--- src/rtl/pipelined_arith_unit.sv ---
// Two-stage streaming add/sub/and/concat unit with valid/ready handshakes.
// S1 captures operands, S2 holds the computed result and status flags.
module pipelined_arith_unit #(
   parameter int WIDTH = 8,
   parameter int CNT_W = 16
) (
   input  logic             clk,
   input  logic             rst_n,
   input  logic             in_valid,
   output logic             in_ready,
   input  logic [WIDTH-1:0] in_a,
   input  logic [WIDTH-1:0] in_b,
   input  logic [1:0]       in_op,
   input  logic             in_sat,
   output logic             out_valid,
   input  logic             out_ready,
   output logic [WIDTH-1:0] out_data,
   output logic             out_carry,
   output logic             out_zero,
   output logic             out_ovf,
   output logic [CNT_W-1:0] done_cnt
);

   localparam int H = WIDTH / 2;
   localparam int M = WIDTH - 1;

   typedef struct packed {
      logic [WIDTH-1:0] a;
      logic [WIDTH-1:0] b;
      logic [1:0]       op;
      logic             sat;
   } s1_t;

   typedef struct packed {
      logic [WIDTH-1:0] data;
      logic             carry;
      logic             zero;
      logic             ovf;
   } s2_t;

   logic             s1_valid_q, s1_valid_d;
   logic             s2_valid_q, s2_valid_d;
   s1_t              s1_q, s1_d;
   s2_t              s2_q, s2_d;
   s2_t              res;
   logic [CNT_W-1:0] cnt_q, cnt_d;
   logic             s1_load, s2_load;
   logic             out_hs;
   logic [WIDTH:0]   sum, diff;
   logic             is_add, is_sub, is_and, is_cat;

   always_comb begin
      sum    = {1'b0, s1_q.a} + {1'b0, s1_q.b};
      diff   = {1'b0, s1_q.a} - {1'b0, s1_q.b};
      is_add = (s1_q.op == 2'b00);
      is_sub = (s1_q.op == 2'b01);
      is_and = (s1_q.op == 2'b10);
      is_cat = (s1_q.op == 2'b11);
      res    = '0;
      unique case (1'b1)
         is_add: begin
            res.data  = (s1_q.sat && sum[WIDTH]) ? {WIDTH{1'b1}}
                                                 : sum[M:0];
            res.carry = sum[WIDTH];
            res.ovf   = (s1_q.a[M] == s1_q.b[M]) && (sum[M] != s1_q.a[M]);
         end
         is_sub: begin
            // borrow out of the WIDTH+1 subtraction is exactly a < b
            res.data  = (s1_q.sat && diff[WIDTH]) ? {WIDTH{1'b0}}
                                                  : diff[M:0];
            res.carry = diff[WIDTH];
            res.ovf   = (s1_q.a[M] != s1_q.b[M]) && (diff[M] != s1_q.a[M]);
         end
         is_and: res.data = s1_q.a & s1_q.b;
         is_cat: res.data = {s1_q.a[H-1:0], s1_q.b[H-1:0]};
         default: res = '0;
      endcase
      res.zero = (res.data == {WIDTH{1'b0}});
   end

   always_comb begin
      s2_load    = !s2_valid_q || out_ready;
      s1_load    = !s1_valid_q || s2_load;
      out_hs     = s2_valid_q && out_ready;
      s1_valid_d = s1_valid_q;
      s1_d       = s1_q;
      s2_valid_d = s2_valid_q;
      s2_d       = s2_q;
      if (s1_load) begin
         s1_valid_d = in_valid;
         if (in_valid) begin
            s1_d = '{a: in_a, b: in_b, op: in_op, sat: in_sat};
         end
      end
      if (s2_load) begin
         s2_valid_d = s1_valid_q;
         if (s1_valid_q) begin
            s2_d = res;
         end
      end
      cnt_d = cnt_q + {{(CNT_W-1){1'b0}}, out_hs};
   end

   always_ff @(posedge clk or negedge rst_n) begin
      if (!rst_n) begin
         s1_valid_q <= 1'b0;
         s2_valid_q <= 1'b0;
         s1_q       <= '0;
         s2_q       <= '0;
         cnt_q      <= '0;
      end else begin
         s1_valid_q <= s1_valid_d;
         s2_valid_q <= s2_valid_d;
         s1_q       <= s1_d;
         s2_q       <= s2_d;
         cnt_q      <= cnt_d;
      end
   end

   assign in_ready  = s1_load;
   assign out_valid = s2_valid_q;
   assign out_data  = s2_q.data;
   assign out_carry = s2_q.carry;
   assign out_zero  = s2_q.zero;
   assign out_ovf   = s2_q.ovf;
   assign done_cnt  = cnt_q;

endmodule

--- config.mk ---
export PLATFORM = sky130hd
export DESIGN_NAME = pipelined_arith_unit
export DESIGN_NICKNAME = d
export VERILOG_FILES = /design/src/rtl/pipelined_arith_unit.sv
export SDC_FILE = /design/constraint.sdc
export NUM_CORES = 1
export LEC_CHECK = 0
export CORE_ASPECT_RATIO = 2
export CORE_MARGIN = 1
export CORE_UTILIZATION = 46
export CTS_BUF_LIST = sky130_fd_sc_hd__clkbuf_4
export DETAILED_ROUTE_END_ITERATION = 16
export PLACE_DENSITY = 0.71
export SYNTH_ARGS = -nofsm -noshare
export SYNTH_HDL_FRONTEND = slang
export SYNTH_SLANG_ARGS = --single-unit
--- constraint.sdc ---
create_clock -name clk -period 3.05 [get_ports clk]
set_input_delay 0.7625 -clock clk [delete_from_list [all_inputs] [get_ports clk]]
set_output_delay 0.7625 -clock clk [all_outputs]
set_load 0.05 [all_outputs]
; Yosys cells after proc, flatten, opt, wreduce, memory -nomap -nowiden
; Cells that the tools add are included.
[word_totals]
reg_bits = 48
inputBits = 23
out_inout_bits = 29
[classes]
n_addsub = 3
eq_ne = 7
mux = 5
bitwise = 1
n_reduce_logical = 13
[ops]
columns = operator, count
row1 = 8-bit one-hot mux with 4 select lines, 1
row2 = 16-bit by 1-bit adder with 16-bit output, 1
row3 = 8-bit two-way mux, 2
row4 = 8-bit by 8-bit adder with 9-bit output, 1
row5 = 8-bit by 8-bit subtractor with 9-bit output, 1
row6 = 8-bit AND, 1
row7 = 8-bit logical NOT, 1
row8 = 1-bit logical AND, 5
row9 = "2-bit == test, second input constant", 2
row10 = 1-bit one-hot mux with 2 select lines, 2
row11 = 2-bit AND reduction, 2
row12 = 1-bit inequality test, 3
row13 = "2-bit by 1-bit == test with 1-bit output, second input constant", 1
row14 = 1-bit logical NOT, 2
row15 = 2-bit logical NOT, 1
row16 = 1-bit logical OR, 2
row17 = 1-bit == test, 1

; Longest topological paths before layout
[logic_depth]
ltp_word = 5
ltp_mapped = 10
depth_no_buf = 10

; Least setup slack after synthesis
; No wires, ideal clock.
[synth_timing]
kind = reg2reg
startpoint = reg s1_q[3] (netlist name)
endpoint = reg s2_q (netlist bit out_zero)
arrival_time_ps = 2524
t_required_ps = 2947
path_slack_ps = 422
stages_incl_launch_ff = 10
n_path_buf = 0
period_less_slack_ps = 2628
path_cell_list = dfrtp_1 ha_1 fa_1 nor2b_1 o211ai_4 a211oi_2 nand2_2 or3b_1 or4_1 o41ai_2
[synth_between]
elab_chain_len = 5
[synth_rtl]
columns = item, line
row1 = "start, declared", 43  ; s1_t s1_q, s1_d;
row2 = "start signal, assigned", 108  ; s1_q <= '0;
row3 = "start signal, assigned", 114  ; s1_q <= s1_d;
row4 = 8-bit by 8-bit subtractor with 9-bit output / 8-bit by 8-bit adder with 9-bit output (equally long branches), "54, 53"
row5 = "1-bit logical AND, on equally long branches", "69, 62"
row6 = "8-bit two-way mux, on equally long branches", "69, 62"
row7 = 8-bit one-hot mux with 4 select lines *, 60  ; unique case (1'b1)
row8 = 8-bit logical NOT *, 78  ; res.zero = (res.data == {WIDTH{1'b0}});
row9 = "end signal, assigned", 109  ; s2_q <= '0;
row10 = "end signal, assigned", 115  ; s2_q <= s2_d;
row11 = "end, declared", 44  ; s2_t s2_q, s2_d;
; Every way passes the cells marked *; elsewhere a longest branch is shown, timed or not.
; A chain may end at the register's enable or synchronous reset.

; Worst setup path in the final report
; Same ends and word-level chain as after synthesis.

==> run_results.csv <==
group,metric,value,unit
detailed_routing,drt-initial-drc-count,83,
worst_setup_path,start_kind,"flip-flop",
synth,netlist_area,0.00291,mm2
clock_tree,cts_resized,0,
clock_tree,cts_tree,"built",
place,place.gp.congestion,0.944,
sta,hold_viol_final,0,
worst_setup_path,r2r_start,"s1_q[3]",
clock_tree,cts_buffers,5,
clock_tree,hold_buffers,0,
synth,yosysMostFrequentCell,"dfrtp_1",
detailed_routing,firstDrtPassIters,5,
synth,synth_ff_type,"dfrtp_1",
synth,yosysTopAreaCellShare,41.2,%
worst_setup_path,path_max_fanout,6,
layout,multiInputGateArea,0.00159,mm2
detailed_routing,wl_per_cell,14.9,um
power,clkPwrFrac,12.4,%
sta,final.min_clock_period,2.85,ns
global_routing,grt_pass1_vias,2380,
floorplan,row_count,40,
synth,syn_inst,291,
floorplan,pin_count,52,
floorplan,design.die.area,0.00668,mm2
layout,drive_gt1_share,13.5,%
detailed_routing,dr_wl_met3,265,um
floorplan,initial_core_util,48.1,%
worst_setup_path,reg2reg_to,"out_zero",
synth,synth_edf_count,0,
power,p_seq_share,35.2,%
global_routing,grtUsageTotal,21.3,%
synth,yosysTopAreaCell,"dfrtp_1",
synth,async_flop_share,100,%
synth,synth.area.top_cells,"dfrtp_1, mux2_2, ha_1, xnor2_1, inv_1",
synth,yosysSeqAreaShare,41.2,%
floorplan,die_w,58.3,um
layout,syn_to_final_growth,24.0,%
clock_tree,cts_root_buffer,"clkbuf_4",
clock_tree,path_clk_slew,0.14,ns
status,status,"finished clean",
synth,synth.top_cells.by_count,"dfrtp_1, inv_1, mux2_2",
sta,post-route-period-util,93.3,%
flow_run,drv_cap,0,
sta,worst_pin_slew,0.768,ns
clock_tree,post_cts.repair.setup_buffers,0,
sta,rsz0062_at_grt,"no",
sta,finalSetupViolCount,0,
worst_setup_path,rr_worst_depth,9,
place,port_buffers,51,
worst_setup_path,cp.required,3.34,ns
detailed_routing,wl_met1,2280,um
worst_hold_path,hold_class,"in2async",
power,p_per_area,699,mW/mm2
power,ir_drop,0.564,mV
detailed_routing,top_layer,"met4",
synth,synth.avg_cell_area,10.0,um2
layout,n_antenna_cell,0,
worst_setup_path,r2r_setup_slack,0.20,ns
sta,relSlewSlack,48.8,%
clock_tree,worstSkewPairLatency,0.39,ns
detailed_routing,dr_wl_met2,3620,um
clock_tree,clockBufferDepth,2,
worst_setup_path,critPathArrivalTime,3.14,ns
sta,fin_skew,0.0151,ns
power,p_leak,1.57,nW
detailed_routing,vias,2327,
synth,yosysUniqueCellTypes,49,
sta,setup_ws,0.203,ns
worst_setup_path,endpoint,"out_zero",
layout,regArea,0.00120,mm2
detailed_routing,routed_wl,6420,um
layout,nFillCells,541,
power,swShare,45.3,%
synth,synth_seq_cells,48,
synth,yosys_warnings,0,
layout,finalInstanceArea,0.00361,mm2
power,p_int,0.00138,W
floorplan,core-area,0.00606,mm2
place,postPlaceCellArea,0.00355,mm2
power,finalPower,0.00253,W
floorplan,dieHeight,115,um
detailed_routing,drc,0,
detailed_routing,viasPerCell,5.40,
global_routing,overflow,0,
global_routing,grt_pass1_wl,10700,um
sta,fmax,0.351,GHz
global_routing,grt_max_degree,31,
place,place_hpwl,5170,um
clock_tree,cts.sinks,48,
sta,whs,0.281,ns
global_routing,antenna_found_initial,0,
synth,synth_nets,334,
sta,final_max_slew_viol_count,0,
clock_tree,htreeDepth,2,
place,place_ws,0.224,ns
worst_setup_path,endpoint_kind,"flip-flop",
layout,nNetsFinal,389,
worst_setup_path,crit_path_start,"s1_q[3]",
sta,setup_tns,0,ns
power,pwr-share-comb,52.4,%
power,p_switching,0.00115,W
worst_setup_path,crit_type,"reg2reg",
detailed_routing,postRouteAntennaNets,0,
==> kinds of logic after synthesis <==
kind of cell	after synthesis	share of synthesized area (%)
AOI/OAI and AO/OA	61	15.2
buffers and inverters	32	4.12
adders and majority gates	20	9.10
muxes	22	8.46
xor gates and xnor gates	23	6.91
DFF	48	41.2
and+or+nand+nor	85	15.0
==> worst max-delay path, stage by stage (launching register included) <==
cell and delay [ns]:
dfrtp_1 0.44, ha_1 0.26, fa_1 0.40, nor2b_1 0.19, o211ai_4 0.24, a211oi_2 0.17, nand2_2 0.12, or3b_1 0.34
or4_1 0.43, o41ai_2 0.20
==> routing by layer <==
| layer | GRT usage (%) | vias to the layer above |
|---|---|---|
| met3 | 3.95 | 18 |
| met4 | 11.9 | 0 |
| li1 | - | 1133 |
| met5 | 0 | - |
| met1 | 21.1 | 1107 |
| met2 | 39.7 | 69 |
==> layout by cell type, fill, tap and decap left out, types with 9 or more instances in the layout <==
cell type	Yosys	routed
o21ai_0	12	12
dfrtp_1	48	47
xnor2_1	14	14
xor2_1	9	9
nor2_1	15	15
nand2b_1	10	10
ha_1	18	18
mux2_2	21	21
nand2_1	18	18
clkdlybuf4s50_1	0	49
inv_1	22	22
a21oi_1	14	14
nand3_1	13	13
==> registers in the layout, indices dropped and copies added (netlist names) <==
name / flops
out_valid: 1
done_cnt: 16
out_data: 8
s1_q: 19
out_carry: 1
out_ovf: 1
s1_valid_q: 1
out_zero: 1
==> cell type report <==
type,count,share of cell area (%)
multi-input combinational,211,44.1
sequential,48,33.3
timing repair buffer,58,15.7
tap,84,2.91
inverter,22,2.29
clock buffer,6,1.25
clock inverter,2,0.450
==> power groups by stage <==
stage / combinational (W) / clock (W) / sequential [W]
2_1_floorplan: 0.000614 / 0 / 0.00120
4_1_cts: 0.00132 / 0.000322 / 0.000892
3_5_place_dp: 0.00132 / 0 / 0.000905
3_3_place_gp: 0.00131 / 0 / 0.000901
5_1_grt: 0.00143 / 0.000349 / 0.000912
6_report: 0.00132 / 0.000313 / 0.000890
==> worst min path at each step <==
| stage | start | to | slack, ns |
|---|---|---|---|
| 2_1_floorplan | s1_valid_q | out_valid | 0.46 |
| 3_3_place_gp | done_cnt[15] | done_cnt[15] | 0.46 |
| 3_5_place_dp | out_carry | out_carry | 0.46 |
| 4_1_cts | rst_n | s1_q[9] | 0.29 |
| 5_1_grt | rst_n | s1_q[9] | 0.29 |
| 6_report | rst_n | s1_q[9] | 0.28 |
==> per-stage QoR <==
step / utilization, % / cells
after global placement: 58.6 / 423
after detailed placement: 58.6 / 423
after CTS: 59.6 / 431
final: 59.7 / 431
after global routing: 59.7 / 431
after floorplan: - / 291
Power figures use the tool's default switching activity.
